File: config.mk
export PLATFORM = sky130hd
export DESIGN_NAME = lsosc_ctrl
export DESIGN_NICKNAME = d
export VERILOG_FILES = /design/src/rtl/lsosc_pkg.sv /design/src/rtl/lsosc_edge_sync.sv /design/src/rtl/lsosc_ctrl.sv
export SDC_FILE = /design/constraint.sdc
export NUM_CORES = 1
export LEC_CHECK = 0
export CORE_ASPECT_RATIO = 0.5
export CORE_MARGIN = 3
export CORE_UTILIZATION = 50
export DETAILED_ROUTE_END_ITERATION = 12
export DONT_BUFFER_PORTS = 1
export HOLD_SLACK_MARGIN = 0.05
export PLACE_DENSITY = 0.71
export SLEW_MARGIN = 20
export SYNTH_ARGS = -nofsm -noshare
export SYNTH_HDL_FRONTEND = slang
export SYNTH_SLANG_ARGS = --single-unit
File: constraint.sdc
create_clock -name clk -period 3 [get_ports clk]
set_input_delay 0.9 -clock clk [delete_from_list [all_inputs] [get_ports clk]]
set_output_delay 0.9 -clock clk [all_outputs]
set_load 0.05 [all_outputs]
File: src/rtl/lsosc_pkg.sv
//------------------------------------------------------------------------------
// Module  : lsosc_pkg
// Purpose : Shared state encoding, default parameters and elaboration helpers
//           for the low-speed oscillator controller.
// Revision: 1.0 - initial release
//------------------------------------------------------------------------------
`default_nettype none

package lsosc_pkg;

  typedef enum logic [2:0] {
    ST_OFF   = 3'd0,
    ST_START = 3'd1,
    ST_RUN   = 3'd2,
    ST_STOP  = 3'd3,
    ST_FAULT = 3'd4
  } lsosc_state_e;

  localparam int DEF_SYNC_STAGES = 2;
  localparam int DEF_READY_EDGES = 4;
  localparam int DEF_TIMEOUT_CYC = 4096;
  localparam int DEF_QUIET_CYC   = 2048;

  function automatic int clog2(input int value);
    int r;
    r = 0;
    for (int i = 0; i < 31; i++) begin
      if ((1 << i) < value) r = i + 1;
    end
    return r;
  endfunction

  function automatic int max2(input int a, input int b);
    return (a > b) ? a : b;
  endfunction

endpackage

`default_nettype wire

File: src/rtl/lsosc_edge_sync.sv
//------------------------------------------------------------------------------
// Module  : lsosc_edge_sync
// Purpose : Multi-flop synchronizer for a slow asynchronous clock with a
//           registered one-cycle rising-edge pulse (latency SYNC_STAGES+1).
// Revision: 1.0 - initial release
//------------------------------------------------------------------------------
`default_nettype none

module lsosc_edge_sync #(
  parameter int SYNC_STAGES = 2
) (
  input  logic clk,
  input  logic rst_n,
  input  logic async_sig,
  output logic tick
);

  logic [SYNC_STAGES-1:0] sync_q;
  logic                   hist_q;

  always_ff @(posedge clk or negedge rst_n) begin
    if (!rst_n) begin
      sync_q <= '0;
      hist_q <= 1'b0;
      tick   <= 1'b0;
    end else begin
      sync_q <= {sync_q[SYNC_STAGES-2:0], async_sig};
      hist_q <= sync_q[SYNC_STAGES-1];
      tick   <= sync_q[SYNC_STAGES-1] & ~hist_q;
    end
  end

endmodule

`default_nettype wire

File: src/rtl/lsosc_ctrl.sv
//------------------------------------------------------------------------------
// Module  : lsosc_ctrl
// Purpose : System-clock-side enable/qualify/supervise controller for the
//           LSOSC core. Optional LF period measurement: LSOSC_CTRL_PERIOD_MEAS_EN.
// Revision: 1.0 - initial release
//------------------------------------------------------------------------------
`default_nettype none

module lsosc_ctrl
  import lsosc_pkg::*;
#(
  parameter int SYNC_STAGES = DEF_SYNC_STAGES,
  parameter int READY_EDGES = DEF_READY_EDGES,
  parameter int TIMEOUT_CYC = DEF_TIMEOUT_CYC,
  parameter int QUIET_CYC   = DEF_QUIET_CYC
) (
  input  logic        clk,
  input  logic        rst_n,
  input  logic        req,
  input  logic        lf_clk_i,
  output logic        osc_ena_o,
  output logic        ready_o,
  output logic        lf_tick_o,
  output logic        busy_o,
  output logic        fault_o
`ifdef LSOSC_CTRL_PERIOD_MEAS_EN
  ,
  output logic [15:0] period_o,
  output logic        period_vld_o
`endif
);

  localparam int TW = max2(clog2(max2(TIMEOUT_CYC, QUIET_CYC)), 1);
  localparam logic [TW-1:0] TIMEOUT_LAST = TW'(TIMEOUT_CYC - 1);
  localparam logic [TW-1:0] QUIET_LAST   = TW'(QUIET_CYC - 1);
  localparam logic [7:0]    READY_LAST   = 8'(READY_EDGES - 1);

  lsosc_state_e  state, state_nxt;
  logic [TW-1:0] timer;
  logic [7:0]    edge_cnt;
  logic          tick;
  logic          timer_hit_to;
  logic          timer_hit_quiet;

  lsosc_edge_sync #(.SYNC_STAGES(SYNC_STAGES)) u_sync (
    .clk       (clk),
    .rst_n     (rst_n),
    .async_sig (lf_clk_i),
    .tick      (tick)
  );

  assign lf_tick_o = tick;

  // An edge arriving in the expiry cycle still counts as proof of life.
  assign timer_hit_to    = !tick && (timer == TIMEOUT_LAST);
  assign timer_hit_quiet = !tick && (timer == QUIET_LAST);

  always_comb begin
    state_nxt = state;
    case (state)
      ST_OFF:   if (req) state_nxt = ST_START;
      ST_START: begin
        if (!req)                                  state_nxt = ST_STOP;
        else if (tick && (edge_cnt == READY_LAST)) state_nxt = ST_RUN;
        else if (timer_hit_to)                     state_nxt = ST_FAULT;
      end
      ST_RUN: begin
        if (!req)              state_nxt = ST_STOP;
        else if (timer_hit_to) state_nxt = ST_FAULT;
      end
      ST_STOP:  if (timer_hit_quiet) state_nxt = ST_OFF;
      ST_FAULT: if (!req) state_nxt = ST_OFF;
      default:  state_nxt = ST_OFF;
    endcase
  end

  // Outputs are decoded from the next state so they align with the state register.
  always_ff @(posedge clk or negedge rst_n) begin
    if (!rst_n) begin
      state     <= ST_OFF;
      timer     <= '0;
      edge_cnt  <= 8'd0;
      osc_ena_o <= 1'b0;
      ready_o   <= 1'b0;
      busy_o    <= 1'b0;
      fault_o   <= 1'b0;
    end else begin
      state <= state_nxt;
      if (tick || (state_nxt != state)) timer <= '0;
      else if (timer != {TW{1'b1}})     timer <= timer + TW'(1);
      if (state != ST_START) edge_cnt <= 8'd0;
      else if (tick)         edge_cnt <= edge_cnt + 8'd1;
      osc_ena_o <= (state_nxt == ST_START) || (state_nxt == ST_RUN);
      ready_o   <= (state_nxt == ST_RUN);
      busy_o    <= (state_nxt == ST_START) || (state_nxt == ST_STOP);
      fault_o   <= (state_nxt == ST_FAULT);
    end
  end

`ifdef LSOSC_CTRL_PERIOD_MEAS_EN
  logic [15:0] per_cnt;
  logic        per_armed;

  // Counter restarts at 1 so the value seen at the next tick equals the period.
  always_ff @(posedge clk or negedge rst_n) begin
    if (!rst_n) begin
      per_cnt      <= 16'd0;
      per_armed    <= 1'b0;
      period_o     <= 16'd0;
      period_vld_o <= 1'b0;
    end else begin
      period_vld_o <= 1'b0;
      if (tick)                   per_cnt <= 16'd1;
      else if (per_cnt != 16'hFFFF) per_cnt <= per_cnt + 16'd1;
      if (state != ST_RUN) begin
        per_armed <= 1'b0;
      end else if (tick) begin
        per_armed <= 1'b1;
        if (per_armed) begin
          period_o     <= per_cnt;
          period_vld_o <= 1'b1;
        end
      end
    end
  end
`endif

endmodule

`default_nettype wire

==> flow_metrics.env, run 1 <==
export IMPL_vias=1147
export IMPL_critPathCaptureType="flip-flop"
export IMPL_slew_limit_headroom_pct=60.4
export IMPL_clock_sinks=31
export IMPL_cp_required_ps=3140
export IMPL_min_path_type="in -> async"
export IMPL_worstSetupPathType="reg -> reg"
export IMPL_cts_root_buf="clkbuf_8"
export IMPL_start_util_pct=55.7
export IMPL_final_cells=194
export IMPL_place_ws_ps=636
export IMPL_r2r_end="timer[3]"
export IMPL_gp_congestion=0.791
export IMPL_skew_ps=6.39
export IMPL_hold_viol=0
export IMPL_reg2reg_depth=5
export IMPL_die_h_um=45.2
export IMPL_synth_seq_cells=31
export IMPL_cts_max_level=2
export IMPL_yosysSeqAreaShare_pct=50.4
export IMPL_fin_ws_ps=657
export IMPL_grt_ovfl_total=0
export IMPL_ir_worst_vdd_v=0.000284
export IMPL_synth_area_sq_um=1540
export IMPL_fin_util_pct=59.9
export IMPL_fin_crit_ps=2340
export IMPL_grt_pass1_wl_mm=4.89
export IMPL_antenna_cells=0
export IMPL_drc=0
export IMPL_wirelength_mm=2.80
export IMPL_post_cts_resized=0
export IMPL_avgSynthCellArea_sq_um=10.0
export IMPL_clock_latency_ps=290
export IMPL_io_pins=9
export IMPL_finalCritPeriodShare_pct=78.1
export IMPL_cts_tree="done"
export IMPL_antenna_found_initial=0
export IMPL_r2r_slack_ps=660
export IMPL_grt_util_all_layers_pct=17.1
export IMPL_numCtsBuffers=5
export IMPL_ys_warn_count=0
export IMPL_drtIter0Drc=41
export IMPL_syn2layout_area_growth_pct=7.55
export IMPL_drive_gt1_share_pct=10.2
export IMPL_syn_nets=160
export IMPL_dieArea_sq_um=3820
export IMPL_rows=13
export IMPL_nets=162
export IMPL_ant_nets=0
export IMPL_core_area_sq_um=2770
export IMPL_crit_arrival_ps=2490
export IMPL_hpwl_mm=1.91
export IMPL_path_max_fanout=12
export IMPL_max_clock_freq_mhz=427
export IMPL_hold_buffers=0
export IMPL_setup_violations_final=0
export IMPL_reg2reg_from="edge_cnt[2]"
export IMPL_status="finished, final reports clean"
export IMPL_worst_slew_pin_transition_ps=589
export IMPL_p_leak_nw=0.684
export IMPL_synth_cell_types=39
export IMPL_via_per_inst=5.91
export IMPL_drv_slew=0
export IMPL_wl_per_cell_um=14.5
export IMPL_die_width_um=84.5
export IMPL_critPathLaunchType="flip-flop"
export IMPL_dp_cells=186
export IMPL_cts_buffer_depth=2
export IMPL_synthCells=154
export IMPL_drt_first_pass_iters=4
export IMPL_first_global_vias=1066
export IMPL_setup_tns_ps=0
export IMPL_powerDensity_nw_per_um2=511
export IMPL_path_clk_slew_ps=70
export IMPL_rsz0062_at_grt="no"
export IMPL_grt_max_degree=32
export IMPL_io_buffers=0
export IMPL_cap_violations=0
export IMPL_post_cts_buffers=0
-- sequential cells by signal (all words and copies together) (netlist names) --
name           cells
ready_o            1
u_sync.sync_q      2
fault_o            1
u_sync.tick        1
osc_ena_o          1
timer             12
u_sync.hist_q      1
state              3
busy_o             1
edge_cnt           8
-- worst max path at each step --
| stage | from | to | slack (ps) | cells after the start |
|---|---|---|---|---|
| floorplan | u_sync.tick | timer[5] | 880 | 7 |
| global placement | edge_cnt[2] | timer[6] | 710 | 5 |
| detailed placement | edge_cnt[2] | timer[2] | 640 | 5 |
| CTS | edge_cnt[2] | timer[3] | 640 | 5 |
| global route | timer[0] | timer[2] | 470 | 6 |
| finish | edge_cnt[2] | timer[3] | 660 | 5 |
-- where the power goes --
group / leakage (nW) / internal [W] / switching, W
Combinational: 0.239 / 0.0000246 / 0.0000286
Clock: 0.0402 / 0.000161 / 0.000161
Sequential: 0.404 / 0.000441 / 0.0000301
Total: 0.684 / 0.000626 / 0.000220
-- layer usage --
metal  share of wire [%]  wire length, um  vias up  GRT usage (%)
met3                 5.7              160        2           8.20
met1                  50             1410      559           22.1
met4                0.32                9        0           4.73
met5                   0                0        -              0
li1                    -                -      558              -
met2                  44             1230       28           26.0
-- Yosys cell counts, drive strengths merged --
cell	number	area [sq um]
a31oi	2	12.5
nor2b	3	18.8
a311oi	1	8.76
ha	2	25.0
o21a	2	15.0
o211ai	1	7.51
or3b	2	17.5
nand4b	1	8.76
and4	2	17.5
dfrtp	31	776
nor3b	3	22.5
and3	3	18.8
or4	2	18.8
a211oi	1	7.51
nand4	7	43.8
nand3	6	30.0
o41ai	2	25.0
a21o	2	15.0
nand2	8	30.0
xnor2	3	26.3
inv	3	11.3
o21ai	7	35.0
a21boi	1	7.51
nor2	26	97.6
or3	2	12.5
o221ai	4	47.6
xor2	8	70.1
and2b	1	7.51
a21oi	5	25.0
o22ai	2	12.5
mux2i	2	20.0
clkbuf	5	18.8
nor4b	1	8.76
buf	2	15.0
nor4	1	6.26
-- placed cells by master, fill, tap and decap left out, types with 2 or more instances in the layout --
master,count
dfrtp_1,31
nor2_1,26
nand2_1,8
xor2_1,8
nand4_1,7
o21ai_0,7
nand3_1,6
a21oi_1,5
clkbuf_8,5
nor3b_1,3
inv_1,3
nor2b_1,3
and3_1,3
xnor2_1,3
and4_1,2
o21a_1,2
o221ai_2,2
or3b_2,2
a21o_1,2
o221ai_1,2
a31oi_1,2
or3_1,2
mux2i_1,2
o22ai_1,2
ha_1,2
clkinvlp_4,2
buf_4,2
-- through the flow --
step                      power, W  hold slack (ps)  area [sq um]
after detailed placement  0.000531              342          1570
after global placement    0.000529              334          1570
final                     0.000846              301          1660
after floorplan           0.000518              331          1540
after CTS                 0.000854              298          1660
after global routing      0.000891              278          1660
-- layout make-up --
type | count | area (sq um)
fillers | 239 | 1110
clock inverters | 3 | 20.0
multi-input cells | 113 | 719
flip-flops and latches | 31 | 776
well taps | 37 | 46.3
clock buffers | 5 | 68.8
repair buffers | 2 | 15.0
inverters | 3 | 11.3
-- cells by family (layout without fill, tap and decap cells) --
family,after synthesis,count (layout),share of synthesized area [%]
AOI/OAI and AO/OA,30,30,14.2
muxes,2,2,1.30
xor gates and xnor gates,11,11,6.26
adders and majority gates,2,2,1.62
buffers and inverters,10,13,2.92
DFF,31,31,50.4
and+or+nand+nor,68,68,23.3
-- worst max-delay path, stage by stage, from the launching register on --
cell	delay [ps]
dfrtp_1	430
or4_4	570
o41ai_2	380
o221ai_2	200
o221ai_2	510
nor2_1	110
Note: power is estimated with default switching activity, not from simulation.
==> inputs of run 2 (changes only) <==
--- a/config.mk
+++ b/config.mk
@@ -11,7 +11,7 @@
 export DETAILED_ROUTE_END_ITERATION = 12
 export DONT_BUFFER_PORTS = 1
 export HOLD_SLACK_MARGIN = 0.05
-export PLACE_DENSITY = 0.71
+export PLACE_DENSITY = 0.74
 export SLEW_MARGIN = 20
 export SYNTH_ARGS = -nofsm -noshare
 export SYNTH_HDL_FRONTEND = slang
==> constraint.sdc (replaced) <==
create_clock -name clk -period 1.9 [get_ports clk]
set_input_delay 0.57 -clock clk [delete_from_list [all_inputs] [get_ports clk]]
set_output_delay 0.57 -clock clk [all_outputs]
set_load 0.05 [all_outputs]
==> run 2 against run 1 <==
Net effect:
- the run now ends with setup timing left
- sequential share of layout area decreased by 5.7 points
- hold slack got worse by 200 ps
- register-to-register slack got worse by 750 ps
- via count increased by 8.1%
- final cell count increased by 9.3%
- largest power group unchanged
- power increased by 72%
- count of clock-buffer cells in the layout increased by 3
- first-iteration DRC count increased by 2.4%
- clock skew increased by 0.85 ps
- largest cell class is now multi-input combinational cells
- cell area increased by 14%
- critical path depth increased by 1
- combinational power increased to 2.8 times the previous value
==> flow_metrics.env, run 2 (synthesized netlist as in run 1, its figures left out) <==
export IMPL_status="complete, but fails checks"
export IMPL_failed_checks="setup timing"
export IMPL_power_w=0.00146
export IMPL_first_global_vias=1138
export IMPL_via_per_inst=5.85
export IMPL_grt_max_degree=32
export IMPL_worstSetupPathType="reg -> reg"
export IMPL_crit_arrival_ps=2150
export IMPL_antenna_found_initial=0
export IMPL_drc=0
export IMPL_grt_pass1_wl_mm=5.27
export IMPL_p_leak_nw=0.795
export IMPL_wl_per_cell_um=15.1
export IMPL_final_common_cell="dfrtp_1"
export IMPL_nets=180
export IMPL_core_area_sq_um=2770
export IMPL_io_pins=9
export IMPL_cts_buffer_depth=2
export IMPL_numCtsBuffers=5
export IMPL_cap_violations=0
export IMPL_hold_viol=0
export IMPL_critPathCaptureType="flip-flop"
export IMPL_top_regs="timer: 12 flops, edge_cnt: 8 flops, state: 3 flops"
export IMPL_wirelength_mm=3.21
export IMPL_fin_crit_ps=1990
export IMPL_drive_gt1_share_pct=26.3
export IMPL_final_cell_mix="dfrtp_1, nor2_1, buf_4"
export IMPL_setup_violations_final=13
export IMPL_final_cells=212
export IMPL_cp_required_ps=2060
export IMPL_fill_cells=209
export IMPL_min_path_type="in -> async"
export IMPL_place_ws_ps=-75.3
export IMPL_cts_root_buf="clkbuf_8"
export IMPL_slew_limit_headroom_pct=69.6
export IMPL_finalCritPeriodShare_pct=105
export IMPL_cts_tree="done"
export IMPL_syn2layout_area_growth_pct=22.6
export IMPL_ant_nets=0
export IMPL_io_buffers=0
export IMPL_start_util_pct=55.7
export IMPL_rsz0062_at_grt="yes"
export IMPL_path_max_fanout=6
export IMPL_cts_max_level=2
export IMPL_dp_cells=200
export IMPL_dieArea_sq_um=3820
export IMPL_fin_util_pct=68.3
export IMPL_grt_util_all_layers_pct=18.4
export IMPL_hpwl_mm=2.19
export IMPL_fin_ws_ps=-93.9
export IMPL_drt_first_pass_iters=4
export IMPL_ir_worst_vdd_v=0.000471
export IMPL_clock_latency_ps=290
export IMPL_largest_reg_flops=12
export IMPL_worst_slew_pin_transition_ps=456
export IMPL_die_width_um=84.5
export IMPL_drtIter0Drc=42
export IMPL_critPathLaunchType="flip-flop"
export IMPL_vias=1240
export IMPL_die_h_um=45.2
export IMPL_gp_congestion=0.806
export IMPL_path_clk_slew_ps=70
export IMPL_antenna_cells=0
export IMPL_skew_ps=7.24
export IMPL_top_register="timer"
export IMPL_powerDensity_nw_per_um2=771
export IMPL_clock_sinks=31
export IMPL_drv_slew=0
export IMPL_rows=13
export IMPL_max_clock_freq_mhz=502
export IMPL_grt_ovfl_total=0
[run 2: cell types whose count changed in the layout (fill, tap and decap cells not counted), moves of 2 or more]
cell / change
clkbuf_8: +2
clkinvlp_4: -2
buf_4: +17
nor2_2: +5
nor2_1: -5
[run 2: path summary, 6_finish.rpt]
check / from / slack, ps / cells after the start / endpoint
max: edge_cnt[4] / -90 / 6 / timer[7]
min in group clk: lf_clk_i / 310 / 0 / u_sync.sync_q[0]
min: rst_n / 100 / 1 / edge_cnt[4]
max in group asynchronous: rst_n / 1630 / 1 / u_sync.tick
min reg2reg: u_sync.sync_q[0] / 350 / 0 / u_sync.sync_q[1]
max reg2reg: edge_cnt[4] / -90 / 6 / timer[7]
[run 2: per-stage QoR]
step                hold WS (ps)  TNS (ps)  instance area (sq um)
floorplan                    274         0                   1590
global placement             275      -183                   1710
detailed placement           275      -805                   1710
CTS                          104      -667                   1860
global route                 105     -2110                   1890
finish                      96.5     -1060                   1890
[run 2: report_power, final]
| part | leakage [nW] | switching, W | total (W) | internal [W] |
|---|---|---|---|---|
| Sequential | 0.403 | 0.0000363 | 0.000732 | 0.000696 |
| Clock | 0.0515 | 0.000246 | 0.000576 | 0.000330 |
| Combinational | 0.340 | 0.0000799 | 0.000148 | 0.0000679 |
[run 2: routing by layer]
metal / vias to the layer above / global-route usage (%) / wire (um) / part of all wire, %
met5: - / 0 / 0 / 0
met4: 0 / 9.15 / 49 / 1.5
met3: 7 / 5.46 / 162 / 5.0
met2: 33 / 28.5 / 1490 / 46
met1: 602 / 24.1 / 1510 / 47
li1: 598 / - / - / -
[run 2: final cells by class]
class	instances	area, sq um	share of cell area [%]
repair buffers	20	163	8.61
inverters	3	11.3	0.596
multi-input cells	113	791	41.9
clock buffers	8	100	5.30
flip-flops and latches	31	777	41.2
well taps	37	46.3	2.45
[run 2: worst max-delay path, cell delays in order, from the launching register on]
cell and delay, ps:
dfrtp_1 390, or4_4 560, o41ai_4 280, o221ai_2 170, o221ai_2 240, buf_4 190, a311oi_1 50
[run 2: what timing repair did]
action	4_1_cts	5_1_grt
pin swaps	3	0
hold buffers	1	0
hold endpoints to repair	31	0
gates resized for setup	4	4
endpoints found under the setup margin	13	15
setup buffers	2	1
==> inputs of run 3 (changes only) <==
--- a/config.mk
+++ b/config.mk
@@ -11,7 +11,7 @@
 export DETAILED_ROUTE_END_ITERATION = 12
 export DONT_BUFFER_PORTS = 1
 export HOLD_SLACK_MARGIN = 0.05
-export PLACE_DENSITY = 0.74
+export PLACE_DENSITY = 0.62
 export SLEW_MARGIN = 20
 export SYNTH_ARGS = -nofsm -noshare
 export SYNTH_HDL_FRONTEND = slang
==> constraint.sdc (replaced) <==
create_clock -name clk -period 2.55 [get_ports clk]
set_input_delay 0.765 -clock clk [delete_from_list [all_inputs] [get_ports clk]]
set_output_delay 0.765 -clock clk [all_outputs]
set_load 0.05 [all_outputs]
==> run 3 against run 2 <==
Net effect:
- the run now ends clean
- sequential share of layout area is 4.7 points higher
- flip-flop and latch count stayed put
- via count is 7.7% lower
- first-iteration DRC count is 100% higher
- power is 23% lower
- wire length is 9.7% lower
- die area stayed put
- maximum frequency is 9.7% lower
- non-clock buffer count is 17 lower
- critical path depth is 1 higher
- largest cell class is now sequential cells
- largest power group unchanged
==> flow_metrics.env, run 3 (synthesized netlist as in run 1, its figures left out) <==
export IMPL_powerDensity_nw_per_um2=660
export IMPL_fin_crit_ps=2210
export IMPL_dieArea_sq_um=3820
export IMPL_rows=13
export IMPL_crit_arrival_ps=2350
export IMPL_min_path_type="in -> async"
export IMPL_drive_gt1_share_pct=10.8
export IMPL_fin_area_sq_um=1690
export IMPL_clock_latency_ps=280
export IMPL_cts_buffer_depth=2
export IMPL_hold_viol=0
export IMPL_grt_max_degree=32
export IMPL_numCtsBuffers=5
export IMPL_path_clk_slew_ps=70
export IMPL_p_comb_share_pct=5.8
export IMPL_drtIter0Drc=85
export IMPL_setup_violations_final=0
export IMPL_setup_tns_ps=0
export IMPL_cts_tree="done"
export IMPL_cts_max_level=2
export IMPL_gp_congestion=0.812
export IMPL_seq_area_sq_um=776
export IMPL_syn2layout_area_growth_pct=9.91
export IMPL_top_regs="timer: 12 flops, edge_cnt: 8 flops, state: 3 flops"
export IMPL_clock_sinks=31
export IMPL_p_seq_share_pct=49.7
export IMPL_max_clock_freq_mhz=453
export IMPL_first_global_vias=1106
export IMPL_wl_per_cell_um=14.9
export IMPL_drt_first_pass_iters=5
export IMPL_io_pins=9
export IMPL_antenna_found_initial=0
export IMPL_via_per_inst=5.87
export IMPL_largest_reg_flops=12
export IMPL_rsz0062_at_grt="no"
export IMPL_fill_cells=228
export IMPL_final_common_cell="dfrtp_1"
export IMPL_cp_required_ps=2690
export IMPL_grt_ovfl_total=0
export IMPL_antenna_cells=0
export IMPL_post_dp_cell_area_sq_um=1580
export IMPL_die_width_um=84.5
export IMPL_slew_limit_headroom_pct=57.2
export IMPL_hold_buffers=0
export IMPL_status="finished, final reports clean"
export IMPL_top_register="timer"
export IMPL_ir_worst_vdd_v=0.000501
export IMPL_fin_ws_ps=343
export IMPL_drv_slew=0
export IMPL_drc=0
export IMPL_die_h_um=45.2
export IMPL_worstSetupPathType="reg -> reg"
export IMPL_hpwl_mm=2.01
export IMPL_ant_nets=0
export IMPL_cts_root_buf="clkbuf_8"
export IMPL_post_cts_resized=0
export IMPL_path_max_fanout=12
export IMPL_wirelength_mm=2.90
export IMPL_worst_slew_pin_transition_ps=636
export IMPL_multi_input_area_sq_um=719
export IMPL_post_cts_buffers=0
export IMPL_start_util_pct=55.7
export IMPL_internal_power_w=0.000865
export IMPL_clkPwrFrac_pct=44.5
export IMPL_final_cell_mix="dfrtp_1, nor2_1, nand2_1, xor2_1"
export IMPL_p_sw_w=0.000252
export IMPL_finalCritPeriodShare_pct=86.5
export IMPL_place_ws_ps=360
export IMPL_sw_frac_of_total_pct=22.6
export IMPL_p_leak_nw=0.710
export IMPL_cap_violations=0
export IMPL_nets=163
export IMPL_skew_ps=8.95
export IMPL_critPathCaptureType="flip-flop"
export IMPL_critPathLaunchType="flip-flop"
export IMPL_grt_pass1_wl_mm=5.16
export IMPL_io_buffers=0
export IMPL_grt_util_all_layers_pct=17.9
export IMPL_vias=1145
export IMPL_core_area_sq_um=2770
run 3: final cells by class:
type | count | area share, %
clock buffers | 6 | 4.88
inverters | 3 | 0.665
flip-flops and latches | 31 | 45.8
repair buffers | 3 | 1.33
multi-input cells | 113 | 42.5
well taps | 37 | 2.73
clock inverters | 2 | 2.07
run 3: per-layer routing:
layer,GRT usage [%],up-vias,wire (um)
li1,-,564,-
met1,23.7,557,1440
met2,27.7,22,1280
met3,6.56,2,170
met4,5.68,0,8
met5,0,-,0
run 3: worst paths after layout:
kind	startpoint	to	slack (ps)	cells after the start
worst max-delay path	timer[0]	timer[7]	340	7
worst min-delay path	rst_n	fault_o	170	0
worst max register to register	timer[0]	timer[7]	340	7
worst min register to register	u_sync.sync_q[0]	u_sync.sync_q[1]	350	0
max in group asynchronous	rst_n	u_sync.hist_q	2280	0
min in group clk	u_sync.sync_q[0]	u_sync.sync_q[1]	350	0
run 3: stage by stage:
step / instances / utilization [%] / hold WS [ps] / total power, W
2_1_floorplan: 154 / - / 331 / 0.000610
3_3_place_gp: 187 / 57.0 / 333 / 0.000624
3_5_place_dp: 187 / 57.0 / 338 / 0.000630
4_1_cts: 195 / 61.2 / 166 / 0.00113
5_1_grt: 195 / 61.2 / 153 / 0.00117
6_report: 195 / 61.2 / 174 / 0.00112
run 3: power by group through the flow:
| stage | sequential, W | combinational (W) | clock (W) |
|---|---|---|---|
| global route | 0.000560 | 0.0000748 | 0.000532 |
| CTS | 0.000556 | 0.0000664 | 0.000507 |
| finish | 0.000555 | 0.0000652 | 0.000497 |
| detailed placement | 0.000564 | 0.0000655 | 0 |
| floorplan | 0.000555 | 0.0000549 | 0 |
| global placement | 0.000562 | 0.0000624 | 0 |
run 3: critical path: stages (launching register included):
cell	delay [ps]
dfrtp_1	390
ha_1	270
nand3_1	130
nor4_1	560
o221ai_2	240
o221ai_2	200
buf_4	220
a311oi_1	60
